--- config.mk ---
export PLATFORM = sky130hd
export DESIGN_NAME = posted_write_buffer_flat
export DESIGN_NICKNAME = d
export VERILOG_FILES = /design/src/rtl/posted_write_buffer_if.sv /design/src/rtl/posted_write_buffer.sv /design/src/flat_wrapper.sv
export SDC_FILE = /design/constraint.sdc
export NUM_CORES = 1
export LEC_CHECK = 0
export BUFFER_PORTS_ARGS = -buffer_cell sky130_fd_sc_hd__buf_4
export CORE_MARGIN = 1
export CORE_UTILIZATION = 55
export CTS_CLUSTER_DIAMETER = 80
export DETAILED_ROUTE_END_ITERATION = 10
export PLACE_DENSITY = 0.73
export RECOVER_POWER = 50
export REMOVE_ABC_BUFFERS = 1
export SETUP_SLACK_MARGIN = 0.3
export SYNTH_ARGS = -nofsm -noshare
export SYNTH_HDL_FRONTEND = slang
export SYNTH_SLANG_ARGS = --single-unit
--- constraint.sdc ---
create_clock -name clk -period 7.5 [get_ports clk]
set_clock_uncertainty 0.1 [all_clocks]
set_input_delay 0.75 -clock clk [delete_from_list [all_inputs] [get_ports clk]]
set_output_delay 0.75 -clock clk [all_outputs]
set_load 0.1 [all_outputs]
--- src/rtl/posted_write_buffer_if.sv ---
// Signal bundle between the data cache memory port, the posted write buffer and memory.
// slave is the buffer's view (it serves the cache and drives memory); master is the environment's view.
interface posted_write_buffer_if #(
   parameter int ADDR_WIDTH = 32,
   parameter int DATA_WIDTH = 32
);
   localparam int BE_WIDTH = DATA_WIDTH / 8;

   logic                  up_req_i;
   logic [ADDR_WIDTH-1:0] up_addr_i;
   logic                  up_we_i;
   logic [BE_WIDTH-1:0]   up_be_i;
   logic [DATA_WIDTH-1:0] up_wdata_i;
   logic                  up_gnt_o;
   logic                  up_rvalid_o;
   logic [DATA_WIDTH-1:0] up_rdata_o;
   logic                  up_error_o;

   logic                  mem_req_o;
   logic [ADDR_WIDTH-1:0] mem_addr_o;
   logic                  mem_we_o;
   logic [BE_WIDTH-1:0]   mem_be_o;
   logic [DATA_WIDTH-1:0] mem_wdata_o;
   logic                  mem_gnt_i;
   logic                  mem_rvalid_i;
   logic [DATA_WIDTH-1:0] mem_rdata_i;
   logic                  mem_error_i;

   modport slave (
      input  up_req_i, up_addr_i, up_we_i, up_be_i, up_wdata_i,
      output up_gnt_o, up_rvalid_o, up_rdata_o, up_error_o,
      output mem_req_o, mem_addr_o, mem_we_o, mem_be_o, mem_wdata_o,
      input  mem_gnt_i, mem_rvalid_i, mem_rdata_i, mem_error_i
   );

   modport master (
      output up_req_i, up_addr_i, up_we_i, up_be_i, up_wdata_i,
      input  up_gnt_o, up_rvalid_o, up_rdata_o, up_error_o,
      input  mem_req_o, mem_addr_o, mem_we_o, mem_be_o, mem_wdata_o,
      output mem_gnt_i, mem_rvalid_i, mem_rdata_i, mem_error_i
   );
endinterface

--- src/rtl/posted_write_buffer.sv ---
// Posted write buffer: cache write-throughs are acknowledged after one cycle and drained to
// memory in order; reads reach memory only once the FIFO is empty, so they never pass a write.
module posted_write_buffer #(
   parameter int DEPTH      = 4,
   parameter int ADDR_WIDTH = 32,
   parameter int DATA_WIDTH = 32
) (
   input  logic                  clk,
   input  logic                  rst_n,
   posted_write_buffer_if.slave  bus,
   output logic                  empty_o,
   output logic                  wr_error_o
);
   localparam int PTR_W = $clog2(DEPTH);
   localparam int CNT_W = PTR_W + 1;
   localparam int BE_W  = DATA_WIDTH / 8;

   typedef enum logic [2:0] {IDLE, DRAIN_REQ, DRAIN_WAIT, READ_REQ, READ_WAIT} state_t;

   state_t                state_q, state_d;
   logic [PTR_W-1:0]      head_q, head_d, tail_q, tail_d, next_head;
   logic [CNT_W-1:0]      count_q, count_d;
   logic                  mem_req_q, mem_req_d, mem_we_q, mem_we_d;
   logic [ADDR_WIDTH-1:0] mem_addr_q, mem_addr_d;
   logic [BE_W-1:0]       mem_be_q, mem_be_d;
   logic [DATA_WIDTH-1:0] mem_wdata_q, mem_wdata_d;
   logic                  up_rvalid_q, up_rvalid_d, up_error_q, up_error_d;
   logic [DATA_WIDTH-1:0] up_rdata_q, up_rdata_d;
   logic                  wr_error_q, wr_error_d;
   logic                  push, pop, wr_gnt, rd_gnt;

   logic [ADDR_WIDTH-1:0] fifo_addr_q [DEPTH];
   logic [BE_W-1:0]       fifo_be_q   [DEPTH];
   logic [DATA_WIDTH-1:0] fifo_data_q [DEPTH];

   assign wr_gnt    = bus.up_req_i & bus.up_we_i & (count_q < CNT_W'(DEPTH));
   assign rd_gnt    = bus.up_req_i & ~bus.up_we_i & (count_q == '0) & (state_q == IDLE);
   assign push      = wr_gnt;
   assign next_head = head_q + PTR_W'(1);

   always_comb begin
      state_d     = state_q;
      head_d      = head_q;
      tail_d      = tail_q;
      count_d     = count_q;
      mem_req_d   = mem_req_q;
      mem_we_d    = mem_we_q;
      mem_addr_d  = mem_addr_q;
      mem_be_d    = mem_be_q;
      mem_wdata_d = mem_wdata_q;
      up_rvalid_d = 1'b0;
      up_error_d  = up_error_q;
      up_rdata_d  = up_rdata_q;
      wr_error_d  = wr_error_q;
      pop         = 1'b0;

      if (push) begin
         tail_d      = tail_q + PTR_W'(1);
         up_rvalid_d = 1'b1;
         up_error_d  = 1'b0;
      end

      case (state_q)
         IDLE: begin
            if (count_q != '0) begin
               state_d     = DRAIN_REQ;
               mem_req_d   = 1'b1;
               mem_we_d    = 1'b1;
               mem_addr_d  = fifo_addr_q[head_q];
               mem_be_d    = fifo_be_q[head_q];
               mem_wdata_d = fifo_data_q[head_q];
            end else if (rd_gnt) begin
               state_d     = READ_REQ;
               mem_req_d   = 1'b1;
               mem_we_d    = 1'b0;
               mem_addr_d  = bus.up_addr_i;
               mem_be_d    = '1;
               mem_wdata_d = '0;
            end
         end
         DRAIN_REQ: begin
            if (bus.mem_gnt_i) begin
               state_d   = DRAIN_WAIT;
               mem_req_d = 1'b0;
            end
         end
         DRAIN_WAIT: begin
            if (bus.mem_rvalid_i) begin
               pop    = 1'b1;
               head_d = next_head;
               if (bus.mem_error_i) wr_error_d = 1'b1;
               if (count_q > CNT_W'(1)) begin
                  state_d     = DRAIN_REQ;
                  mem_req_d   = 1'b1;
                  mem_we_d    = 1'b1;
                  mem_addr_d  = fifo_addr_q[next_head];
                  mem_be_d    = fifo_be_q[next_head];
                  mem_wdata_d = fifo_data_q[next_head];
               end else if (push) begin
                  // The only remaining entry is the one being written this cycle: forward it.
                  state_d     = DRAIN_REQ;
                  mem_req_d   = 1'b1;
                  mem_we_d    = 1'b1;
                  mem_addr_d  = bus.up_addr_i;
                  mem_be_d    = bus.up_be_i;
                  mem_wdata_d = bus.up_wdata_i;
               end else begin
                  state_d = IDLE;
               end
            end
         end
         READ_REQ: begin
            if (bus.mem_gnt_i) begin
               state_d   = READ_WAIT;
               mem_req_d = 1'b0;
            end
         end
         READ_WAIT: begin
            if (bus.mem_rvalid_i) begin
               state_d     = IDLE;
               up_rvalid_d = 1'b1;
               up_rdata_d  = bus.mem_rdata_i;
               up_error_d  = bus.mem_error_i;
            end
         end
         default: state_d = IDLE;
      endcase

      case ({push, pop})
         2'b10:   count_d = count_q + CNT_W'(1);
         2'b01:   count_d = count_q - CNT_W'(1);
         default: count_d = count_q;
      endcase
   end

   always_ff @(posedge clk) begin
      if (!rst_n) begin
         state_q     <= IDLE;
         head_q      <= '0;
         tail_q      <= '0;
         count_q     <= '0;
         mem_req_q   <= 1'b0;
         mem_we_q    <= 1'b0;
         mem_addr_q  <= '0;
         mem_be_q    <= '0;
         mem_wdata_q <= '0;
         up_rvalid_q <= 1'b0;
         up_error_q  <= 1'b0;
         up_rdata_q  <= '0;
         wr_error_q  <= 1'b0;
      end else begin
         state_q     <= state_d;
         head_q      <= head_d;
         tail_q      <= tail_d;
         count_q     <= count_d;
         mem_req_q   <= mem_req_d;
         mem_we_q    <= mem_we_d;
         mem_addr_q  <= mem_addr_d;
         mem_be_q    <= mem_be_d;
         mem_wdata_q <= mem_wdata_d;
         up_rvalid_q <= up_rvalid_d;
         up_error_q  <= up_error_d;
         up_rdata_q  <= up_rdata_d;
         wr_error_q  <= wr_error_d;
      end
   end

   // Entry storage needs no reset: count/pointers decide which entries are live.
   always_ff @(posedge clk) begin
      if (push) begin
         fifo_addr_q[tail_q] <= bus.up_addr_i;
         fifo_be_q[tail_q]   <= bus.up_be_i;
         fifo_data_q[tail_q] <= bus.up_wdata_i;
      end
   end

   assign bus.up_gnt_o    = wr_gnt | rd_gnt;
   assign bus.up_rvalid_o = up_rvalid_q;
   assign bus.up_rdata_o  = up_rdata_q;
   assign bus.up_error_o  = up_error_q;
   assign bus.mem_req_o   = mem_req_q;
   assign bus.mem_addr_o  = mem_addr_q;
   assign bus.mem_we_o    = mem_we_q;
   assign bus.mem_be_o    = mem_be_q;
   assign bus.mem_wdata_o = mem_wdata_q;
   assign empty_o         = (count_q == '0) && (state_q != DRAIN_REQ) && (state_q != DRAIN_WAIT);
   assign wr_error_o      = wr_error_q;
endmodule
--- src/flat_wrapper.sv ---
// flat-port wrapper written by rule: the top's interface ports become plain ports
module posted_write_buffer_flat 
#(
   parameter int DEPTH      = 4,
   parameter int ADDR_WIDTH = 32,
   parameter int DATA_WIDTH = 32
)
  (clk, rst_n, empty_o, wr_error_o, bus_up_req_i, bus_up_addr_i, bus_up_we_i, bus_up_be_i, bus_up_wdata_i, bus_up_gnt_o, bus_up_rvalid_o, bus_up_rdata_o, bus_up_error_o, bus_mem_req_o, bus_mem_addr_o, bus_mem_we_o, bus_mem_be_o, bus_mem_wdata_o, bus_mem_gnt_i, bus_mem_rvalid_i, bus_mem_rdata_i, bus_mem_error_i);
  posted_write_buffer_if #(.ADDR_WIDTH(ADDR_WIDTH), .DATA_WIDTH(DATA_WIDTH)) bus_i ();
  input  logic clk;
  input  logic rst_n;
  output logic empty_o;
  output logic wr_error_o;
  input wire logic [$bits(bus_i.up_req_i)-1:0] bus_up_req_i;
  input wire logic [$bits(bus_i.up_addr_i)-1:0] bus_up_addr_i;
  input wire logic [$bits(bus_i.up_we_i)-1:0] bus_up_we_i;
  input wire logic [$bits(bus_i.up_be_i)-1:0] bus_up_be_i;
  input wire logic [$bits(bus_i.up_wdata_i)-1:0] bus_up_wdata_i;
  output wire logic [$bits(bus_i.up_gnt_o)-1:0] bus_up_gnt_o;
  output wire logic [$bits(bus_i.up_rvalid_o)-1:0] bus_up_rvalid_o;
  output wire logic [$bits(bus_i.up_rdata_o)-1:0] bus_up_rdata_o;
  output wire logic [$bits(bus_i.up_error_o)-1:0] bus_up_error_o;
  output wire logic [$bits(bus_i.mem_req_o)-1:0] bus_mem_req_o;
  output wire logic [$bits(bus_i.mem_addr_o)-1:0] bus_mem_addr_o;
  output wire logic [$bits(bus_i.mem_we_o)-1:0] bus_mem_we_o;
  output wire logic [$bits(bus_i.mem_be_o)-1:0] bus_mem_be_o;
  output wire logic [$bits(bus_i.mem_wdata_o)-1:0] bus_mem_wdata_o;
  input wire logic [$bits(bus_i.mem_gnt_i)-1:0] bus_mem_gnt_i;
  input wire logic [$bits(bus_i.mem_rvalid_i)-1:0] bus_mem_rvalid_i;
  input wire logic [$bits(bus_i.mem_rdata_i)-1:0] bus_mem_rdata_i;
  input wire logic [$bits(bus_i.mem_error_i)-1:0] bus_mem_error_i;
  assign bus_i.up_req_i = bus_up_req_i;
  assign bus_i.up_addr_i = bus_up_addr_i;
  assign bus_i.up_we_i = bus_up_we_i;
  assign bus_i.up_be_i = bus_up_be_i;
  assign bus_i.up_wdata_i = bus_up_wdata_i;
  assign bus_up_gnt_o = bus_i.up_gnt_o;
  assign bus_up_rvalid_o = bus_i.up_rvalid_o;
  assign bus_up_rdata_o = bus_i.up_rdata_o;
  assign bus_up_error_o = bus_i.up_error_o;
  assign bus_mem_req_o = bus_i.mem_req_o;
  assign bus_mem_addr_o = bus_i.mem_addr_o;
  assign bus_mem_we_o = bus_i.mem_we_o;
  assign bus_mem_be_o = bus_i.mem_be_o;
  assign bus_mem_wdata_o = bus_i.mem_wdata_o;
  assign bus_i.mem_gnt_i = bus_mem_gnt_i;
  assign bus_i.mem_rvalid_i = bus_mem_rvalid_i;
  assign bus_i.mem_rdata_i = bus_mem_rdata_i;
  assign bus_i.mem_error_i = bus_mem_error_i;
  posted_write_buffer #(.DEPTH(DEPTH), .ADDR_WIDTH(ADDR_WIDTH), .DATA_WIDTH(DATA_WIDTH)) u_core (.clk(clk), .rst_n(rst_n), .bus(bus_i), .empty_o(empty_o), .wr_error_o(wr_error_o));
endmodule
==> out/results.txt, run 1 <==
HP Class -> reg -> reg
Die Height -> 180 um
CP Max Fanout -> 84
Drt initial violations -> 920
Nets -> 1443
Vias in the first global route -> 11026
Reg area -> 10500 um^2
Avg Vias per Cell -> 6.28
Final Hold Viols -> 0
First-pass GRT wire length -> 62.0 mm
Slew @ Worst Pin -> 3.35 ns
Final Setup Violations -> 0
IO Pins -> 214
Data arrival, critical path -> 5.38 ns
WL met2 -> 19.3 mm
Post-CTS setup buffer count -> 0
Yosys reg bits -> 389
Failing checks -> capacitance limit, slew limit
DIE AREA -> 32500 um^2
Number of flops mapped to enable cells by yosys -> 272
Drt first pass iters -> 5
Commonest non-fill, non-tap cell in the layout -> edfxtp_1
Core area -> 31000 um^2
Met3 Wirelength -> 2.92 mm
Htree depth -> 2
GRT Total Usage -> 24.3%
Initial core utilization -> 56.5%
Ys async rst share -> 0%
Max Slew Vio Count -> 120
DR WL/cell -> 22.5 um
Worst-Skew Late Latency -> 0.53 ns
Area Growth Syn to Fin -> 14.5%
Mapped Area -> 17500 um^2
Register area share after synthesis -> 60.0%
CTS tree -> yes
Layout cells sized above 1 -> 20.2%
# DRC -> 0
Leak -> 6.88 nW
Total number of vias -> 11029
Crit path kind -> in -> reg
# hold bufs at CTS -> 0
Slew headroom -> -124%
Final setup TNS -> 0 ns
Clock Path Buffers -> 3
TritonCTS Sinks -> 389
Status -> finished with violations
Gp weighted congestion -> 0.763
Post-DP Area -> 19300 um^2
Pin count of the biggest net entering global routing -> 85
# Max-Cap Violations -> 2
Commonest non-fill, non-tap cells in the layout -> edfxtp_1 (272), clkbuf_1 (182), mux4_2 (136)
CTS clk-pin slew, worst paths -> 0.06 ns
Antenna-violating nets left -> 0
Critical path launch point type -> input port
Detailed placement HPWL -> 22.1 mm
Fmax -> 0.198 GHz
Highest metal layer with signal wires -> met5
Pwr/cell area -> 368 nW/um^2
Synthesized area per cell -> 15.1 um^2
Synth unique cells -> 51
Finished Cell Area -> 20000 um^2
Yosys warnings -> 0
Row count -> 64
Multi-input gate area -> 6550 um^2
VDD IR max -> 0.000233 V
Initial antenna violation count -> 3
Overflow after GRT -> 0
Overall power -> 7.37 mW
Root buffer cell -> clkbuf_16
DRT Wirelength -> 39.5 mm
Die width -> 180 um
Final cycle utilization of the critical path -> 67.5%
Crit path required time -> 7.82 ns
PortBufs -> 213
Syn Inst Count -> 1162
Cts repair resizes -> 0
Main flop type after synthesis -> edfxtp_1
Fillers -> 2328
RSZ-0062 raised after global routing -> false
Post-layout minimum cycle time -> 5.06 ns
M1 wire length -> 16.5 mm
CP endpoint kind -> flop
Num CTS Buffers -> 40
path summary, 6_finish.rpt:
| path | cells past startpoint | end | slack, ns | start |
|---|---|---|---|---|
| worst max-delay path | 4 | u_core.bus.mem_be_o[2] | 2.44 | rst_n |
| worst min-delay path | 2 | u_core.bus.up_rdata_o[22] | 0.37 | u_core.bus.up_rdata_o[22] |
| worst min register to register | 2 | u_core.bus.up_rdata_o[22] | 0.37 | u_core.bus.up_rdata_o[22] |
| worst max register to register | 7 | u_core.bus.mem_we_o | 3.97 | u_core.state_q[1] |
logic make-up after synthesis:
group                    synth area share [%]
AO/OA/AOI/OAI                            10.2
XOR/XNOR                                0.300
adder cells (fa/ha/maj)                 0.643
buffers and inverters                    2.85
flip-flops                               60.0
multiplexers                             19.6
AND/OR/NAND/NOR                          6.28
routing by layer:
metal | GRT usage [%] | vias up
met5 | 0 | -
met4 | 6.97 | 2
met3 | 3.84 | 52
met2 | 40.4 | 458
met1 | 33.5 | 5561
li1 | - | 4956
area by class of cell:
cell class                      instances  share of cell area [%]
Antenna cell                            2                  0.0250
Timing Repair Buffer                  228                    5.28
Clock inverter                         20                    1.27
Clock buffer                           54                    5.67
Sequential cell                       389                    52.5
Tap cell                              396                    2.47
Multi-Input combinational cell        662                    32.7
Inverter                                6                   0.112
critical path, cell delays in order:
cell      delay [ns]
clkbuf_1        1.24
clkbuf_1        2.44
nand3_1         0.54
o22ai_1         0.37
through the flow:
stage          hold WS [ns]  cells  utilization, %  setup slack (ns)
2_1_floorplan         0.376   1057               -              3.19
3_3_place_gp          0.353   1681            62.3              4.05
3_5_place_dp          0.359   1681            62.3              3.97
4_1_cts               0.313   1755            66.8              3.97
5_1_grt               0.386   1756            64.7              1.96
6_report              0.366   1757            64.7              2.44
cells in the mapped netlist (2+ instances only):
cell type,count,area (um^2)
a21boi_0,44,330
a21boi_1,25,188
a21o_1,32,240
and2_1,10,62.6
and3_1,2,12.5
buf_1,5,18.8
buf_2,19,95.1
buf_4,5,37.5
buf_6,5,56.3
clkbuf_1,69,259
clkbuf_2,2,10.0
dfxtp_1,117,2340
edfxtp_1,272,8170
ha_1,9,113
inv_1,6,22.5
mux2_2,4,45.0
mux2i_1,33,330
mux4_2,136,3060
nand2_1,79,297
nand2b_1,4,25.0
nand3_1,36,180
nor2_1,36,135
nor2_2,2,12.5
nor2b_1,5,31.3
nor3b_1,2,15.0
o211a_1,33,330
o21a_1,2,15.0
o21ai_0,68,340
o22ai_1,41,257
or3_1,2,12.5
or4_1,32,240
xnor2_1,6,52.6
power by group:
group | switching (mW) | internal, mW | total [mW]
Sequential | 0.201 | 2.48 | 2.68
Combinational | 1.87 | 0.750 | 2.62
Clock | 0.793 | 1.27 | 2.06
state kept, by name, indices dropped and copies added (netlist names), 3 cells and up, named ones only:
name                    flops
u_core.fifo_addr_q        128
u_core.bus.up_rdata_o      32
u_core.count_q              3
u_core.fifo_be_q           16
u_core.bus.mem_addr_o      32
u_core.state_q              3
u_core.fifo_data_q        128
u_core.bus.mem_be_o         4
u_core.bus.mem_wdata_o     32
(Power assumes the default switching activity.)
==> run 2: changes to the inputs <==
==> constraint.sdc (replaced) <==
create_clock -name clk -period 5.1 [get_ports clk]
set_clock_uncertainty 0.1 [all_clocks]
set_input_delay 0.51 -clock clk [delete_from_list [all_inputs] [get_ports clk]]
set_output_delay 0.51 -clock clk [all_outputs]
set_load 0.1 [all_outputs]
==> run 2 against run 1 <==
Compared with the run above: the run still ends with capacitance limit, slew limit left; sequential share of layout area rose by 0.27 points; critical path type unchanged; final cell count rose by 0.11%; count of clock-buffer cells in the layout rose by 1; final area fell by 0.52%; non-clock buffer count rose by 1; first-iteration DRC count rose by 6.0%; highest routed layer unchanged; core utilization fell by 0.34 points; global-route usage rose by 1.1 points; sequential power rose by 47%.
==> out/results.txt, run 2 (synthesis gave the netlist of run 1 again) <==
First-pass GRT wire length -> 63.7 mm (+2.6%)
Initial antenna violation count -> 4 (+1)
Final cycle utilization of the critical path -> 74.8%
Vias in the first global route -> 11154 (+1.2%)
Crit path largest cell delay -> 2.16 ns (-0.28 ns)
Pin count of the biggest net entering global routing -> 73 (-14%)
Slowest-stage cell, CP -> clkbuf_1
Commonest non-fill, non-tap cells in the layout -> edfxtp_1 (272), clkbuf_1 (184), mux4_2 (136)
VDD IR max -> 0.000338 V (+45%)
IO Pins -> 214 (unchanged)
Post-DP Area -> 19300 um^2 (about the same)
Commonest non-fill, non-tap cell in the layout -> edfxtp_1
Die width -> 180 um (unchanged)
Total number of vias -> 11177 (+1.3%)
Leak -> 6.84 nW (-0.50%)
Status -> finished with violations
Overflow after GRT -> 0 (unchanged)
Reg-to-reg critical path startpoint -> u_core.state_q[1]
CP Max Fanout -> 72 (-14%)
Fmax -> 0.262 GHz
Num CTS Buffers -> 41 (+2.5%)
Antenna-violating nets left -> 0 (unchanged)
Setup slack at placement -> 1.45 ns (-2.52 ns)
Final setup margin -> 1.28 ns (-1.16 ns)
Final Setup Violations -> 0 (unchanged)
Failing checks -> capacitance limit, slew limit
TritonCTS Sinks -> 389 (unchanged)
Top flop regs -> u_core.fifo_addr_q x128, u_core.fifo_data_q x128
Cts repair resizes -> 0 (unchanged)
Gp weighted congestion -> 0.760 (-0.47%)
Hold_sp -> bus_mem_rdata_i[28]
Max Slew Vio Count -> 73 (-39%)
Critical path launch point type -> input port
PortBufs -> 213 (unchanged)
Slew headroom -> -108% (+16 points)
Drt first pass iters -> 5 (unchanged)
Crit-path cells -> clkbuf_1 > clkbuf_2 > and3b_1 > and3_1
DRT Wirelength -> 40.9 mm (+3.6%)
Pwr/cell area -> 536 nW/um^2 (+46%)
Core area -> 31000 um^2 (unchanged)
Detailed placement HPWL -> 23.3 mm (+5.2%)
CP endpoint kind -> flop
Finished Cell Area -> 19900 um^2 (-0.52%)
Initial core utilization -> 56.5% (unchanged)
Area Growth Syn to Fin -> 13.9%
HP Class -> in -> reg
# Max-Cap Violations -> 1 (-1)
# DRC -> 0 (unchanged)
Clock Path Buffers -> 3 (unchanged)
Post-layout minimum cycle time -> 3.82 ns
DR WL/cell -> 23.2 um (+3.4%)
CTS tree -> yes
Worst Setup SP -> rst_n
Layout cells sized above 1 -> 20.4% (+0.13 points)
Drt initial violations -> 975 (+6.0%)
Htree depth -> 2 (unchanged)
Avg Vias per Cell -> 6.35 (+1.2%)
DIE AREA -> 32500 um^2 (unchanged)
Data arrival, critical path -> 4.19 ns (-1.19 ns)
Crit path required time -> 5.47 ns (-2.35 ns)
Root buffer cell -> clkbuf_16
Row count -> 64 (unchanged)
# hold bufs at CTS -> 0 (unchanged)
Post-CTS setup buffer count -> 0 (unchanged)
Nets -> 1445 (+0.14%)
Worst-Skew Late Latency -> 0.54 ns (about the same)
RSZ-0062 raised after global routing -> false
Share of the core filled with cells -> 64.3% (-0.34 points)
CTS clk-pin slew, worst paths -> 0.06 ns (about the same)
Final setup TNS -> 0 ns (unchanged)
Slew @ Worst Pin -> 3.12 ns (-0.236 ns)
Fillers -> 2380 (+2.2%)
Crit path kind -> in -> reg
GRT Total Usage -> 25.4% (+1.1 points)
Final Hold Viols -> 0 (unchanged)
Die Height -> 180 um (unchanged)
[run 2: cell count changes in the layout (fill, tap and decap cells not counted), moves of 3 or more]
cell	change
clkinv_2	+4
clkinv_1	-3
inv_6	+3
bufinv_16	-3
clkbuf_2	+3
[run 2: critical path, delay by kind of cell]
kind / cells / cell delay (ns)
buffers and inverters: 2 / 3.19
AND/OR/NAND/NOR: 2 / 0.44
[run 2: per-layer routing]
metal	vias up	global-route usage, %	wire [um]	share of wire (%)
li1	4963	-	-	-
met1	5642	34.5	17100	42
met2	503	41.9	19900	49
met3	67	5.15	3140	7.7
met4	2	6.91	738	1.8
met5	-	0	12	0.029
[run 2: cell type report]
type	instances	area, um^2	share of cell area [%]
sequential	389	10500	52.8
tap	396	495	2.48
clock inverter	19	179	0.897
antenna	3	7.51	0.0376
timing repair buffer	229	1060	5.33
clock buffer	55	1100	5.52
inverter	6	22.5	0.113
multi-input combinational	662	6550	32.8
[run 2: through the flow]
step | instances | hold WS (ns) | total power, mW
after detailed placement | 1682 | 0.358 | 8.07
after CTS | 1756 | 0.0581 | 10.9
after floorplan | 1057 | 0.376 | 6.96
after global routing | 1758 | 0.145 | 11.2
final | 1759 | 0.152 | 10.7
after global placement | 1682 | 0.353 | 8.00
[run 2: path summary, 6_finish.rpt]
path                          endpoint  slack [ns]  cells after the start
max                  u_core.state_q[0]        1.28                      4
min          u_core.bus.up_rdata_o[28]        0.15                      3
max reg2reg  u_core.bus.mem_addr_o[14]        1.41                      6
min reg2reg  u_core.bus.up_rdata_o[11]        0.37                      2
[run 2: power by group]
part,internal (mW),switching (mW),leakage [nW]
logic,1.10,2.79,2.78
clock network,1.67,1.19,0.633
registers,3.65,0.291,3.43
total,6.42,4.27,6.84
==> run 3: changes to the inputs <==
==> constraint.sdc (replaced) <==
create_clock -name clk -period 3.85 [get_ports clk]
set_clock_uncertainty 0.1 [all_clocks]
set_input_delay 0.385 -clock clk [delete_from_list [all_inputs] [get_ports clk]]
set_output_delay 0.385 -clock clk [all_outputs]
set_load 0.1 [all_outputs]
==> run 3 against run 2 <==
Compared with the run above: the flow now finishes without violations; count of clock-buffer cells in the layout up 3; critical path depth is 3 higher; non-clock buffer count up 79; combinational power rose by 36%; worst hold slack lost 0.13 ns; power grew 35%; first-iteration DRC count decreased by 6.8%.
==> out/results.txt, run 3 (synthesis gave the netlist of run 1 again) <==
Core area -> 31000 um^2 (unchanged)
Pwr/cell area -> 691 nW/um^2 (+29%)
Area Growth Syn to Fin -> 19.2%
Fmax -> 0.329 GHz
Cts repair resizes -> 0 (unchanged)
Final setup TNS -> 0 ns (unchanged)
VDD IR max -> 0.000571 V (+69%)
RSZ-0062 raised after global routing -> false
CTS clk-pin slew, worst paths -> 0.06 ns (about the same)
Row count -> 64 (unchanged)
Drt first pass iters -> 5 (unchanged)
Slew headroom -> 2.17% (+110 points)
Drt initial violations -> 909 (-6.8%)
Final Hold Viols -> 0 (unchanged)
Overflow after GRT -> 0 (unchanged)
Slew @ Worst Pin -> 1.47 ns (-1.65 ns)
Pin count of the biggest net entering global routing -> 90 (+23%)
Worst-Skew Late Latency -> 0.54 ns (about the same)
Antenna-violating nets left -> 0 (unchanged)
Status -> finished, final reports clean
Die Height -> 180 um (unchanged)
Worst hold slack -> 0.0196 ns (-0.132 ns)
CP Max Fanout -> 34 (-53%)
Slowest-stage cell, CP -> a32o_2
Detailed placement HPWL -> 23.9 mm (+3.0%)
Antenna diodes -> 0 (-3)
First-pass GRT wire length -> 64.5 mm (+1.4%)
Initial antenna violation count -> 0 (-4)
CP endpoint kind -> flop
Multi-input gate area -> 6550 um^2 (unchanged)
DIE AREA -> 32500 um^2 (unchanged)
HP Class -> in -> reg
Num CTS Buffers -> 41 (unchanged)
Commonest non-fill, non-tap cells in the layout -> edfxtp_1 (272), clkbuf_1 (184), mux4_2 (136)
TritonCTS Sinks -> 389 (unchanged)
PortBufs -> 213 (unchanged)
Die width -> 180 um (unchanged)
Nets -> 1524 (+5.5%)
# Max-Cap Violations -> 0 (-1)
Crit-path cells -> inv_1 > ha_1 > o21ba_2 > or4_4 > a32o_2 > nand2_4 > o211a_1
Inst Count DP -> 1690 (+0.48%)
# DRC -> 0 (unchanged)
CP top delay family -> compound AO/OA/AOI/OAI gates
CP bufs+invs -> 1 (-1)
Clock Path Buffers -> 3 (unchanged)
Fillers -> 2231 (-6.3%)
Crit path largest cell delay -> 0.79 ns (-1.37 ns)
Crit path kind -> reg -> reg
DR WL/cell -> 22.6 um (-2.8%)
Layout cells sized above 1 -> 19.8% (-0.59 points)
Critical path launch point type -> flop
Data arrival, critical path -> 3.35 ns (-0.84 ns)
Commonest non-fill, non-tap cell in the layout -> edfxtp_1
CTS tree -> yes
Final Setup Violations -> 0 (unchanged)
Leak -> 7.24 nW (+5.8%)
Avg Vias per Cell -> 6.25 (-1.7%)
Reg area -> 10500 um^2 (unchanged)
Total number of vias -> 11474 (+2.7%)
Max Slew Vio Count -> 0 (-100%)
Crit path required time -> 4.16 ns (-1.31 ns)
Initial core utilization -> 56.5% (unchanged)
Vias in the first global route -> 11535 (+3.4%)
GRT Total Usage -> 25.6% (+0.20 points)
Post-layout minimum cycle time -> 3.04 ns
Cell Count, Final, Fillers Out -> 1837 (+4.4%)
Top flop regs -> u_core.fifo_addr_q x128, u_core.fifo_data_q x128
DRT Wirelength -> 41.5 mm (+1.5%)
Htree depth -> 2 (unchanged)
Gp weighted congestion -> 0.790 (+4.1%)
IO Pins -> 214 (unchanged)
Root buffer cell -> clkbuf_16
Final cycle utilization of the critical path -> 78.9%
[run 3: cell count changes in the layout (fill, tap and decap cells not counted), moves of 3 or more]
| cell | change |
|---|---|
| clkbuf_2 | -3 |
| clkbuf_8 | +3 |
| buf_12 | +6 |
| diode_2 | -3 |
| and2_1 | -3 |
| and2_0 | +3 |
| buf_4 | +3 |
| dlygate4sd3_1 | +71 |
[run 3: final cells by class]
cell class,count,area share [%]
inverters,6,0.108
clock inverters,18,0.905
repair buffers,308,9.16
flip-flops and latches,389,50.4
well taps,396,2.37
clock buffers,58,5.66
multi-input cells,662,31.4
[run 3: per-layer routing]
layer,vias to the layer above,share of wire (%),track usage [%]
li1,5131,-,-
met1,5729,41,34.4
met2,549,49,42.9
met3,65,7.5,4.35
met4,0,2.0,8.07
met5,-,0,0
[run 3: stage by stage]
stage	power (mW)	instance area [um^2]	util (%)	worst slack [ns]
2_1_floorplan	9.23	17000	-	-0.455
3_3_place_gp	10.6	19400	62.7	0.932
3_5_place_dp	10.7	19400	62.7	0.845
4_1_cts	14.7	21500	69.5	0.822
5_1_grt	15.0	20900	67.4	0.573
6_report	14.4	20900	67.4	0.811
[run 3: tightest hold or removal path: stages]
cell      delay [ns]
buf_4           0.11
nand2_1         0.04
a21boi_0        0.06
[run 3: what timing repair did]
| action | 4_1_cts | 5_1_grt |
|---|---|---|
| hold buffers | 71 | 0 |
| endpoints found under the setup margin | 0 | 0 |
| endpoints found under the hold margin | 275 | 0 |
| setup buffers | 0 | 0 |
[run 3: worst paths after layout]
kind | from | to | depth (start not counted) | slack (ns)
worst max-delay path | u_core.count_q[1] | u_core.bus.mem_wdata_o[14] | 7 | 0.81
worst min-delay path | bus_mem_rdata_i[13] | u_core.bus.up_rdata_o[13] | 3 | 0.02
worst max register to register | u_core.count_q[1] | u_core.bus.mem_wdata_o[14] | 7 | 0.81
worst min register to register | u_core.bus.up_rdata_o[22] | u_core.bus.up_rdata_o[22] | 2 | 0.36
[run 3: power by group]
part           internal [mW]  switching, mW
registers               4.84          0.326
clock network           2.41           1.56
logic                   1.52           3.76
total                   8.77           5.65
